[config.mk]
export PLATFORM = sky130hd
export DESIGN_NAME = truth_table_capture
export DESIGN_NICKNAME = d
export VERILOG_FILES = /design/src/rtl/truth_table_capture.sv
export SDC_FILE = /design/constraint.sdc
export NUM_CORES = 1
export LEC_CHECK = 0
export ABC_AREA = 1
export ABC_CLOCK_PERIOD_IN_PS = 3460
export BUFFER_PORTS_ARGS = -buffer_cell sky130_fd_sc_hd__buf_4
export CAP_MARGIN = 20
export CORE_MARGIN = 8
export CORE_UTILIZATION = 45
export CTS_CLUSTER_DIAMETER = 50
export DETAILED_ROUTE_END_ITERATION = 10
export MAX_ROUTING_LAYER = met4
export PLACE_DENSITY_LB_ADDON = 0.1
export SLEW_MARGIN = 20
export SYNTH_ARGS = -nofsm -noshare
export SYNTH_HDL_FRONTEND = slang
export SYNTH_SLANG_ARGS = --single-unit
[constraint.sdc]
create_clock -name clk -period 3.46 [get_ports clk]
set_clock_uncertainty 0.15 [all_clocks]
set_input_delay 0.173 -clock clk [delete_from_list [all_inputs] [get_ports clk]]
set_output_delay 0.173 -clock clk [all_outputs]
set_load 0.03 [all_outputs]
[src/rtl/truth_table_capture.sv]
// Exhaustive stimulus/response engine: sweeps every input vector of an N-input
// single-output block, captures its truth table and compares it with a reference.
module truth_table_capture #(
    parameter int unsigned N_INPUTS      = 4,
    parameter int unsigned SETTLE_CYCLES = 2
) (
    input  logic                     clk,
    input  logic                     reset,
    input  logic                     start,
    input  logic                     resp_in,
    input  logic [2**N_INPUTS-1:0]   expected,
    output logic [N_INPUTS-1:0]      stim,
    output logic                     busy,
    output logic                     done,
    output logic [2**N_INPUTS-1:0]   table_out,
    output logic                     match
);

    localparam int unsigned TABLE_W = 2**N_INPUTS;
    localparam int unsigned CNT_W   = 8;

    localparam logic [1:0] IDLE = 2'd0;
    localparam logic [1:0] HOLD = 2'd1;
    localparam logic [1:0] DONE = 2'd2;

    localparam logic [N_INPUTS-1:0] STIM_LAST   = N_INPUTS'(TABLE_W - 1);
    localparam logic [CNT_W-1:0]    SETTLE_LAST = CNT_W'(SETTLE_CYCLES);

    logic [1:0]          state_q, state_d;
    logic [CNT_W-1:0]    cnt_q, cnt_d;
    logic [N_INPUTS-1:0] stim_d;
    logic                busy_d;
    logic                done_d;
    logic [TABLE_W-1:0]  table_d;
    logic                match_d;
    logic [TABLE_W-1:0]  sampled;

    // State and output registers; stim doubles as the sweep index.
    always_ff @(posedge clk) begin
        if (reset) begin
            state_q   <= IDLE;
            cnt_q     <= '0;
            stim      <= '0;
            busy      <= 1'b0;
            done      <= 1'b0;
            table_out <= '0;
            match     <= 1'b0;
        end else begin
            state_q   <= state_d;
            cnt_q     <= cnt_d;
            stim      <= stim_d;
            busy      <= busy_d;
            done      <= done_d;
            table_out <= table_d;
            match     <= match_d;
        end
    end

    // Next-state and next-output logic.
    always_comb begin
        state_d = state_q;
        cnt_d   = cnt_q;
        stim_d  = stim;
        busy_d  = busy;
        done_d  = 1'b0;
        table_d = table_out;
        match_d = match;

        // Table with the current response folded in, used on sampling edges.
        sampled       = table_out;
        sampled[stim] = resp_in;

        case (state_q)
            IDLE, DONE: begin
                if (start) begin
                    state_d = HOLD;
                    busy_d  = 1'b1;
                    table_d = '0;
                    match_d = 1'b0;
                    stim_d  = '0;
                    cnt_d   = '0;
                end else begin
                    state_d = IDLE;
                end
            end

            HOLD: begin
                if (cnt_q < SETTLE_LAST) begin
                    cnt_d = cnt_q + CNT_W'(1);
                end else begin
                    cnt_d   = '0;
                    table_d = sampled;
                    if (stim == STIM_LAST) begin
                        state_d = DONE;
                        busy_d  = 1'b0;
                        done_d  = 1'b1;
                        stim_d  = '0;
                        match_d = (sampled == expected);
                    end else begin
                        stim_d = stim + N_INPUTS'(1);
                    end
                end
            end

            default: begin
                state_d = IDLE;
                busy_d  = 1'b0;
                stim_d  = '0;
                cnt_d   = '0;
            end
        endcase
    end

endmodule

# [After elaboration in Yosys (flattened, before gate mapping)]
# Index checks and enable logic that the tools add are counted.
[totals] register_bits=33 inputBits=20 out_inout_bits=23 elab_cells=56
[classes] n_addsub=2 n_lt_le_gt_ge=3 eq_ne=7 n_mux=26 bitwise=1 n_reduce_logical=10
[ops] op="16-bit 2-to-1 mux" count=2
[ops] op="16-bit one-hot mux with 2 select lines" count=1
[ops] op="16-bit bitwise mux" count=1
[ops] op="16-bit == test" count=1
[ops] op="8-bit 2-to-1 mux" count=2
[ops] op="8-bit one-hot mux with 2 select lines" count=1
[ops] op="4-bit 2-to-1 mux" count=3
[ops] op="1-bit 2-to-1 mux" count=9
[ops] op="8-bit by 1-bit adder with 8-bit output, second input constant" count=1
[ops] op="8-bit by 2-bit less-than comparator with 1-bit output, second input constant" count=1
[ops] op="4-bit one-hot mux with 2 select lines" count=1
[ops] op="2-bit != test, second input constant" count=3
[ops] op="3-bit AND reduction" count=2
[ops] op="4-bit by 5-bit less-than comparator with 1-bit output, second input constant" count=1
[ops] op="4-bit by 1-bit adder with 4-bit output, second input constant" count=1
[ops] op="1-bit demux with 4-bit select" count=1
[ops] op="4-bit == test, second input constant" count=1
[ops] op="4-bit by 1-bit greater-or-equal comparator with 1-bit output, second input constant" count=1
[ops] op="2-bit 2-to-1 mux" count=2
[ops] op="1-bit one-hot mux with 2 select lines" count=2
[ops] op="2-bit one-hot mux with 2 select lines" count=1
[ops] op="2-bit AND reduction" count=2
[ops] op="4-bit AND reduction" count=1
[ops] op="3-bit OR reduction" count=1
[ops] op="other kinds (7)" count=7

# [Logic depth before layout (Yosys ltp)]
# Gate-level depths: netlist of the first run.
[logic_depth] ltp_word=9 mapped_depth=13

# [Worst setup path before layout of the first run]
# Ideal clock, no wire load.
[synth_path] path_kind="reg2reg" startpoint="register stim[0]" endpoint="register match" setup_ns=0.067 arrival_ns=1.794 required_ns=3.243 path_slack_ns=1.448 stages_incl_launch_ff=13 cell_sequence="dfxtp_1 inv_1 ha_1 buf_2 nand3_1 nand2_1 o21ai_1 nand2_1 nand2_1 nand2_1 nor2_1 nand3_1 a21oi_2"
[synth_between] elab_chain_cells=9 elab_cells_between_ends=13
[synth_lines] element="start, declared" line_no="12" rtl="output logic [N_INPUTS-1:0] stim,"
[synth_lines] element="start signal, assigned" line_no="51" rtl="stim <= stim_d;"
[synth_lines] element="4-bit by 5-bit less-than comparator with 1-bit output (not written as such) or 4-bit by 1-bit greater-or-equal comparator with 1-bit output (tied branches)" line_no="71" rtl="sampled[stim] = resp_in;"
[synth_lines] element="1-bit logical AND (not written as such)" line_no="71"
[synth_lines] element="1-bit 2-to-1 mux (not written as such)" line_no="71"
[synth_lines] element="1-bit demux with 4-bit select" line_no="71"
[synth_lines] element="16-bit bitwise mux" line_no="71"
[synth_lines] element="16-bit == test" line_no="98" rtl="match_d = (sampled == expected);"
[synth_lines] element="1-bit 2-to-1 mux" line_no="93" rtl="if (stim == STIM_LAST) begin"
[synth_lines] element="1-bit 2-to-1 mux" line_no="88" rtl="if (cnt_q < SETTLE_LAST) begin"
[synth_lines] element="1-bit one-hot mux with 2 select lines" line_no="73" rtl="case (state_q)"
[synth_lines] element="end signal, assigned" line_no="55" rtl="match <= match_d;"
[synth_lines] element="end, declared" line_no="16" rtl="output logic match"
# Parallel ways exist; a longest one is shown, timed or not. The select of a mux whose other input is x is not followed.
# A chain may end at the register's enable or synchronous reset.

# [Worst setup path after layout of the first run]
[layout_path] startpoint="register stim[2]" endpoint="register match"
# The elaborated chain is that of the path after synthesis.

==> results of run 1 <==
## cell type report
type,count,area [µm²]
inverter,49,184
timing repair buffer,43,323
clock inverter,3,46.3
sequential,33,661
tap,67,83.8
clock buffer,5,68.8
fill,521,2130
multi-input combinational,230,1220
## synthesized netlist by cell type (all sizes together)
master / instances
a211oi: 16
a21o: 1
a21oi: 8
a31oi: 11
and2: 1
buf: 13
clkbuf: 5
clkinv: 1
dfxtp: 33
ha: 7
inv: 48
nand2: 72
nand3: 50
nand3b: 2
nand4: 10
nor2: 29
nor3: 9
o211ai: 3
o21ai: 9
or2: 1
xor2: 1
## flip-flops by register name (all words and copies together) (netlist names)
name       flops
done           1
state_q        2
match          1
stim           4
cnt_q          8
busy           1
table_out     16
## critical path, cell delays in order (launching register included)
cell and delay (ps):
dfxtp_1 800, inv_2 240, nor2_1 260, nand3_1 160
nand3_1 100, nand2_1 50, nor2_1 100, nand2_1 60
nor2_1 110, nand3_1 90, a21oi_2 120
## per-layer routing
| metal | share of wire, % | up-vias |
|---|---|---|
| met3 | 5.4 | 13 |
| met5 | 0 | - |
| li1 | - | 1161 |
| met2 | 46 | 60 |
| met4 | 2.3 | 0 |
| met1 | 47 | 1016 |
## worst max-delay path by stage
stage | slack, ps | startpoint | endpoint
after CTS | 1190 | stim[2]$_SDFFE_PP0P_ | match$_SDFFE_PP0P_
after floorplan | 1450 | stim[0]$_SDFFE_PP0P_ | match$_SDFFE_PP0P_
after detailed placement | 1220 | stim[2]$_SDFFE_PP0P_ | match$_SDFFE_PP0P_
final | 1150 | stim[2]$_SDFFE_PP0P_ | match$_SDFFE_PP0P_
after global routing | 980 | stim[2]$_SDFFE_PP0P_ | match$_SDFFE_PP0P_
after global placement | 1260 | stim[2]$_SDFFE_PP0P_ | match$_SDFFE_PP0P_
## power by group
part	internal (mW)	total (mW)	leakage, nW	switching, mW
clock network	0.216	0.378	0.0543	0.163
registers	0.410	0.441	0.270	0.0307
logic	0.120	0.344	0.891	0.225
## kinds of logic after synthesis
logic type	share of synthesized area [%]
simple gates	37.1
buf+inv	14.2
compound gates	14.2
flops	30.1
fa+ha+maj	3.99
xor+xnor	0.399
## metrics by stage
step / utilization, % / setup WS, ps / hold slack (ps) / instance area, µm² / std cells
floorplan: - / 1450 / 209 / 2190 / 330
finish: 54.8 / 1150 / 65.5 / 2590 / 430
detailed placement: 52.4 / 1220 / 284 / 2470 / 422
CTS: 54.8 / 1190 / 54.7 / 2590 / 430
global route: 54.8 / 984 / 72.2 / 2590 / 430
global placement: 52.4 / 1260 / 282 / 2470 / 422
==> impl_metrics.env, run 1 <==
export IMPL_outcome="finished, final reports clean"
export IMPL_synth_cell_type_count=29
export IMPL_clockRootBuffer="clkbuf_8"
export IMPL_htreeDepth=2
export IMPL_drt_first_pass_iters=4
export IMPL_avgSynthCellArea_um2=6.65
export IMPL_cts_buffers=5
export IMPL_grt_antenna_before_repair=0
export IMPL_yosysWarnings=0
export IMPL_ys_seq_elements=33
export IMPL_fp_dieArea_um2=7360
export IMPL_fin_nets=389
export IMPL_drc=0
export IMPL_grt_use_total_pct=16.9
export IMPL_tightest_slew_ps=791
export IMPL_syn_area_um2=2190
export IMPL_n_antenna_cell=0
export IMPL_synth_seq_area_share_pct=30.1
export IMPL_powerDensity_nw_per_um2=449
export IMPL_num_io_pins=43
export IMPL_port_buffers=42
export IMPL_layout_common_cells="nand2_1, nand3_1, buf_4"
export IMPL_cp_required_ps=3540
export IMPL_rsz0062_at_grt="no"
export IMPL_grtUsageMet3_pct=3.82
export IMPL_post_cts_resize_count=0
export IMPL_worstHoldEndpoint="cnt_q[0]$_SDFFE_PP0N_"
export IMPL_gp_congestion=0.880
export IMPL_die_h_um=85.8
export IMPL_crit_type="reg -> reg"
export IMPL_clock_sinks=33
export IMPL_drt_initial_drc_count=103
export IMPL_drt_wl_total_um=5920
export IMPL_worstReg2RegStart="stim[2]$_SDFFE_PP0P_"
export IMPL_cts_setup_buffers=0
export IMPL_met1_usage_pct=20.0
export IMPL_vias=2250
export IMPL_grt_use_met2_pct=27.2
export IMPL_coreArea_um2=4720
export IMPL_synth_top_area_cell="dfxtp_1"
export IMPL_relSlewSlack_pct=47.2
export IMPL_grt_pass1_vias=2076
export IMPL_totalPowerFinal_mw=1.16
export IMPL_synth_fp_nets=357
export IMPL_start_util_pct=46.4
export IMPL_path_clk_slew_ps=80
export IMPL_synth_top_cell_area_share_pct=30.1
export IMPL_grt_ovfl_total=0
export IMPL_synth_area_top_cells="dfxtp_1, nand2_1, nand3_1"
export IMPL_hold_path_class="in -> reg"
export IMPL_area_growth_pct=18.1
export IMPL_die_w_um=85.8
export IMPL_top_usage_layer="met2"
export IMPL_layout_commonest_cell="nand2_1"
export IMPL_reg2regPathDepth=10
export IMPL_ant_nets=0
export IMPL_setup_tns_ps=0
export IMPL_postCtsHoldBufs=0
export IMPL_cts_tree="built"
export IMPL_fin_crit_sh_pct=66.8
export IMPL_worstReg2RegEnd="match$_SDFFE_PP0P_"
export IMPL_fmax_mhz=433
export IMPL_postSynthCellCount=330
export IMPL_critPathLaunchType="flop"
export IMPL_wire_per_inst_um=13.8
export IMPL_final_layout_size_suffix_gt1_share_pct=19.6
export IMPL_hpwl_um=4330
export IMPL_rows=25
export IMPL_slew_violations=0
export IMPL_crit_fanout=18
export IMPL_hold_depth=4
export IMPL_hold_start="start"
export IMPL_reg2reg_setup_slack_ps=1150
export IMPL_insertion_delay_ps=290
export IMPL_worstPathArrival_ps=2390
export IMPL_viasPerCell=5.23
export IMPL_setup_viol=0
export IMPL_cts_buffer_depth=2
export IMPL_grt_max_degree=31
export IMPL_end_kind="flop"
export IMPL_peakVddDrop_mv=0.301
export IMPL_finalHoldViolCount=0
export IMPL_grt_first_pass_wirelength_um=9770
export IMPL_layout_min_cycle_time_ps=2310
export IMPL_power_leakage_nw=1.22
export IMPL_maxCapViolCount=0
No activity file was read; power rests on OpenSTA's default activity.
==> run 2, diff against run 1 <==
--- a/config.mk
+++ b/config.mk
@@ -6,7 +6,7 @@
 export NUM_CORES = 1
 export LEC_CHECK = 0
 export ABC_AREA = 1
-export ABC_CLOCK_PERIOD_IN_PS = 3460
+export ABC_CLOCK_PERIOD_IN_PS = 2400
 export BUFFER_PORTS_ARGS = -buffer_cell sky130_fd_sc_hd__buf_4
 export CAP_MARGIN = 20
 export CORE_MARGIN = 8
==> constraint.sdc (replaced) <==
create_clock -name clk -period 2.4 [get_ports clk]
set_clock_uncertainty 0.15 [all_clocks]
set_input_delay 0.12 -clock clk [delete_from_list [all_inputs] [get_ports clk]]
set_output_delay 0.12 -clock clk [all_outputs]
set_load 0.03 [all_outputs]
==> run 2 against run 1 <==
- count of clock-buffer cells in the layout increased by 1
- register-to-register slack got worse by 820 ps
- flip-flop and latch count unchanged
==> impl_metrics.env, run 2 (synthesized netlist as in run 1, its figures left out) <==
export IMPL_maxCapViolCount=0
export IMPL_reg2reg_setup_slack_ps=330
export IMPL_grt_use_total_pct=17.3
export IMPL_worstPathArrival_ps=2140
export IMPL_switching_power_uw=593
export IMPL_worstReg2RegEnd="match$_SDFFE_PP0P_"
export IMPL_num_io_pins=43
export IMPL_timing_final_ws_setup_ps=331
export IMPL_post_cts_resize_count=0
export IMPL_path_delay_family="simple AND/OR/NAND/NOR gates"
export IMPL_wire_per_inst_um=13.9
export IMPL_end_kind="flop"
export IMPL_hold_path_class="in -> reg"
export IMPL_critPathLaunchType="flop"
export IMPL_grt_ovfl_total=0
export IMPL_swShare_pct=34.8
export IMPL_cp_common_cell="nand2_1"
export IMPL_slowest_delay_ps=460
export IMPL_grt_antenna_before_repair=0
export IMPL_relSlewSlack_pct=54.8
export IMPL_final_core_util_pct=55.8
export IMPL_start_util_pct=46.4
export IMPL_power_leakage_nw=1.24
export IMPL_slew_violations=0
export IMPL_outcome="finished, final reports clean"
export IMPL_viasPerCell=5.23
export IMPL_powerDensity_nw_per_um2=646
export IMPL_setup_tns_ps=0
export IMPL_cts_buffers=5
export IMPL_hpwl_um=4410
export IMPL_fin_crit_sh_pct=86.2
export IMPL_largest_reg_flops=16
export IMPL_drt_wl_total_um=6040
export IMPL_totalPowerFinal_mw=1.70
export IMPL_clockRootBuffer="clkbuf_8"
export IMPL_rsz0062_at_grt="no"
export IMPL_p_int_mw=1.11
export IMPL_dp_slack_ps=312
export IMPL_fp_dieArea_um2=7360
export IMPL_drc=0
export IMPL_layout_commonest_cell="nand2_1"
export IMPL_htreeDepth=2
export IMPL_top_layer_used="met4"
export IMPL_ant_nets=0
export IMPL_clkPwrFrac_pct=32.7
export IMPL_cp_required_ps=2470
export IMPL_gp_congestion=0.836
export IMPL_drt_initial_drc_count=181
export IMPL_layout_common_cells="nand2_1, nand3_1, buf_4"
export IMPL_tightest_slew_ps=676
export IMPL_path_clk_slew_ps=70
export IMPL_rows=25
export IMPL_endpoint="match$_SDFFE_PP0P_"
export IMPL_cts_tree="built"
export IMPL_worstReg2RegStart="stim[0]$_SDFFE_PP0P_"
export IMPL_dr_wl_met2_um=2870
export IMPL_path_buf_inv=1
export IMPL_cp_startpoint="stim[0]$_SDFFE_PP0P_"
export IMPL_setup_viol=0
export IMPL_dpl_cell_count=424
export IMPL_critPathSlowestCell="dfxtp_1"
export IMPL_peakVddDrop_mv=0.366
export IMPL_crit_chain="inv_1, ha_1, nand3_1, nand2_1, o21ai_1, nand2_1, nand2_1, nand2_1, nor2_1, nand3_1, a21oi_2"
export IMPL_dr_wl_met3_um=338
export IMPL_path_depth=11
export IMPL_die_w_um=85.8
export IMPL_dpl_cell_area_um2=2500
export IMPL_insertion_delay_ps=290
export IMPL_crit_type="reg -> reg"
export IMPL_wl_met1_um=2720
export IMPL_die_h_um=85.8
export IMPL_n_antenna_cell=0
export IMPL_port_buffers=42
export IMPL_final_layout_size_suffix_gt1_share_pct=19.9
export IMPL_power_frac_comb_pct=30.4
export IMPL_coreArea_um2=4720
export IMPL_layout_min_cycle_time_ps=2070
export IMPL_drt_first_pass_iters=4
export IMPL_final_cells=433
export IMPL_cts_buffer_depth=2
export IMPL_grt_max_degree=31
export IMPL_vias=2266
export IMPL_fin_nets=392
export IMPL_regMostFlops="table_out"
export IMPL_fmax_mhz=483
export IMPL_final_area_um2=2640
export IMPL_finalHoldViolCount=0
export IMPL_grt_first_pass_wirelength_um=9980
export IMPL_whs_ps=64.8
export IMPL_seq_power_share_pct=36.9
export IMPL_clock_sinks=33
export IMPL_reg_top3="table_out x16, cnt_q x8, stim x4"
export IMPL_area_growth_pct=20.3
export IMPL_grt_pass1_vias=2066
export IMPL_crit_fanout=9
export IMPL_reg2regPathDepth=11
## run 2: cell count changes in the layout (fill, tap and decap cells not counted)
cell           previous run  this run
clkinv_4                  1         0
nor2_4                    1         2
clkbuf_8                  5         6
dlygate4sd3_1             0         1
nor2_2                    4         3
buf_4                    43        44
buf_12                    0         1
## run 2: final cells by class
| cell class | instances | area, µm² |
|---|---|---|
| tap | 67 | 83.8 |
| clock inverter | 2 | 37.5 |
| inverter | 49 | 184 |
| multi-input combinational | 230 | 1230 |
| sequential | 33 | 661 |
| timing repair buffer | 46 | 360 |
| fill | 474 | 2090 |
| clock buffer | 6 | 82.6 |
## run 2: how the worst min path moves through the flow
stage / start / end / slack [ps] / depth (start not counted)
finish: reset / match$_SDFFE_PP0P_ / 60 / 2
detailed placement: cnt_q[4]$_SDFFE_PP0N_ / cnt_q[4]$_SDFFE_PP0N_ / 290 / 2
global placement: cnt_q[5]$_SDFFE_PP0N_ / cnt_q[5]$_SDFFE_PP0N_ / 280 / 2
global route: reset / match$_SDFFE_PP0P_ / 80 / 2
floorplan: start / cnt_q[0]$_SDFFE_PP0N_ / 160 / 3
CTS: reset / match$_SDFFE_PP0P_ / 60 / 2
## run 2: per-layer routing
| layer | global-route usage, % | vias to the layer above |
|---|---|---|
| li1 | - | 1171 |
| met5 | - | - |
| met1 | 20.5 | 1030 |
| met3 | 3.72 | 12 |
| met2 | 28.1 | 53 |
| met4 | 6.21 | 0 |
## run 2: timing repair
item / in CTS / in global routing
buffers inserted: 0 / 0
hold buffers: 1 / 0
endpoints found under the hold margin: 1 / 0
## run 2: power groups by stage
stage	Clock, mW	Sequential [mW]	Combinational, mW
6_report	0.558	0.628	0.518
5_1_grt	0.598	0.635	0.575
4_1_cts	0.573	0.629	0.519
3_5_place_dp	0	0.641	0.517
3_3_place_gp	0	0.641	0.513
2_1_floorplan	0	0.702	0.301
==> run 3, diff against run 2 <==
--- a/config.mk
+++ b/config.mk
@@ -6,7 +6,7 @@
 export NUM_CORES = 1
 export LEC_CHECK = 0
 export ABC_AREA = 1
-export ABC_CLOCK_PERIOD_IN_PS = 2400
+export ABC_CLOCK_PERIOD_IN_PS = 2150
 export BUFFER_PORTS_ARGS = -buffer_cell sky130_fd_sc_hd__buf_4
 export CAP_MARGIN = 20
 export CORE_MARGIN = 8
@@ -14,7 +14,7 @@
 export CTS_CLUSTER_DIAMETER = 50
 export DETAILED_ROUTE_END_ITERATION = 10
 export MAX_ROUTING_LAYER = met4
-export PLACE_DENSITY_LB_ADDON = 0.1
+export PLACE_DENSITY = 0.67
 export SLEW_MARGIN = 20
 export SYNTH_ARGS = -nofsm -noshare
 export SYNTH_HDL_FRONTEND = slang
==> constraint.sdc (replaced) <==
create_clock -name clk -period 2.15 [get_ports clk]
set_clock_uncertainty 0.15 [all_clocks]
set_input_delay 0.1075 -clock clk [delete_from_list [all_inputs] [get_ports clk]]
set_output_delay 0.1075 -clock clk [all_outputs]
set_load 0.03 [all_outputs]
==> run 3 against run 2 <==
- sequential share of layout area shrank 0.11 points
- wire length shrank 4.4%
- fmax grew 5.8%
- utilization grew 0.34 points
- combinational power grew 13%
- global-route usage shrank 0.25 points
- sequential power grew 11%
- highest routed layer unchanged
- hold slack lost 33 ps
==> impl_metrics.env, run 3 (synthesized netlist as in run 1, its figures left out) <==
export IMPL_outcome="finished, final reports clean"
export IMPL_slowest_delay_ps=400
export IMPL_drt_initial_drc_count=142
export IMPL_ant_nets=0
export IMPL_crit_chain="inv_1, ha_1, nand4_2, nand3_1, nand2_1, nor2_1, nand2_1, nor2_1, nand3_1, a21oi_2"
export IMPL_grt_ovfl_total=0
export IMPL_gp_congestion=0.939
export IMPL_htreeDepth=2
export IMPL_port_buffers=42
export IMPL_grt_antenna_before_repair=0
export IMPL_hold_start="reset"
export IMPL_path_buf_inv=1
export IMPL_worstReg2RegStart="stim[1]$_SDFFE_PP0P_"
export IMPL_cts_buffers=5
export IMPL_drt_wl_total_um=5780
export IMPL_cts_setup_buffers=0
export IMPL_peakVddDrop_mv=0.464
export IMPL_fillers=459
export IMPL_die_h_um=85.8
export IMPL_powerDensity_nw_per_um2=713
export IMPL_crit_fanout=9
export IMPL_cp_startpoint="stim[1]$_SDFFE_PP0P_"
export IMPL_largest_reg_flops=16
export IMPL_n_antenna_cell=0
export IMPL_grt_max_degree=31
export IMPL_timing_final_ws_setup_ps=194
export IMPL_viasPerCell=5.19
export IMPL_regMostFlops="table_out"
export IMPL_cts_tree="built"
export IMPL_final_layout_size_suffix_gt1_share_pct=21.4
export IMPL_cts_buffer_depth=2
export IMPL_start_util_pct=46.4
export IMPL_crit_type="reg -> reg"
export IMPL_worstPathArrival_ps=2040
export IMPL_final_core_util_pct=56.2
export IMPL_relSlewSlack_pct=53.7
export IMPL_vias=2267
export IMPL_drc=0
export IMPL_grt_use_total_pct=17.0
export IMPL_totalPowerFinal_mw=1.89
export IMPL_reg_top3="table_out x16, cnt_q x8, stim x4"
export IMPL_maxCapViolCount=0
export IMPL_tightest_slew_ps=692
export IMPL_hpwl_um=4320
export IMPL_grt_first_pass_wirelength_um=9840
export IMPL_die_w_um=85.8
export IMPL_cp_required_ps=2230
export IMPL_layout_commonest_cell="nand2_1"
export IMPL_finalHoldViolCount=0
export IMPL_path_clk_slew_ps=80
export IMPL_hold_path_class="in -> reg"
export IMPL_path_delay_family="simple AND/OR/NAND/NOR gates"
export IMPL_layout_common_cells="nand2_1, buf_4, nand3_1"
export IMPL_end_kind="flop"
export IMPL_insertion_delay_ps=300
export IMPL_area_growth_pct=21.0
export IMPL_drt_first_pass_iters=4
export IMPL_fin_crit_sh_pct=91.0
export IMPL_setup_viol=0
export IMPL_slew_violations=0
export IMPL_layout_min_cycle_time_ps=1960
export IMPL_rows=25
export IMPL_num_io_pins=43
export IMPL_fmax_mhz=511
export IMPL_critPathSlowestCell="ha_1"
export IMPL_rsz0062_at_grt="no"
export IMPL_fp_dieArea_um2=7360
export IMPL_critPathLaunchType="flop"
export IMPL_wire_per_inst_um=13.2
export IMPL_dp_slack_ps=-0.508
export IMPL_grt_pass1_vias=2126
export IMPL_clock_sinks=33
export IMPL_coreArea_um2=4720
export IMPL_power_leakage_nw=1.25
export IMPL_whs_ps=31.8
export IMPL_fin_nets=396
export IMPL_clockRootBuffer="clkbuf_8"
[run 3: power by group]
| part | internal, mW | switching, mW | total, mW |
|---|---|---|---|
| Combinational | 0.209 | 0.374 | 0.583 |
| Sequential | 0.660 | 0.0374 | 0.697 |
| Clock | 0.347 | 0.267 | 0.614 |
| Total | 1.22 | 0.678 | 1.89 |
[run 3: path summary, 6_finish.rpt]
kind	endpoint	slack [ps]	cells after the start
min	match$_SDFFE_PP0P_	30	2
min reg2reg	cnt_q[4]$_SDFFE_PP0N_	300	2
max reg2reg	match$_SDFFE_PP0P_	190	10
max	match$_SDFFE_PP0P_	190	10
[run 3: stage by stage]
stage               cell area, µm²  std cells  setup TNS [ps]
floorplan                     2190        330               0
global placement              2520        428               0
detailed placement            2520        428          -0.508
CTS                           2650        437               0
global route                  2650        437               0
finish                        2650        437               0
[run 3: layout make-up]
type	count	area, µm²	area share [%]
inverters	49	184	6.93
clock buffers	5	68.8	2.59
well taps	67	83.8	3.16
flip-flops and latches	33	662	24.9
repair buffers	50	378	14.2
multi-input cells	230	1230	46.4
clock inverters	3	46.3	1.74
[run 3: timing repair]
action | 4_1_cts | 5_1_grt
hold endpoints to repair | 3 | 0
endpoints found under the setup margin | 1 | 1
hold buffers | 1 | 0
pin swaps | 0 | 0
gates resized for setup | 1 | 2
[run 3: worst reg2reg max path: cells and delay by family (launching register included)]
family	cells	cell delay, ps
buf+inv	1	110
fa+ha+maj	1	400
simple gates	7	770
compound gates	1	120
flops	1	360
[run 3: layer usage]
metal,vias to the layer above,global-route usage (%),wire [µm]
met4,0,6.05,71
met1,995,20.3,2620
met2,81,26.9,2610
met5,-,-,0
met3,7,4.68,468
li1,1184,-,-
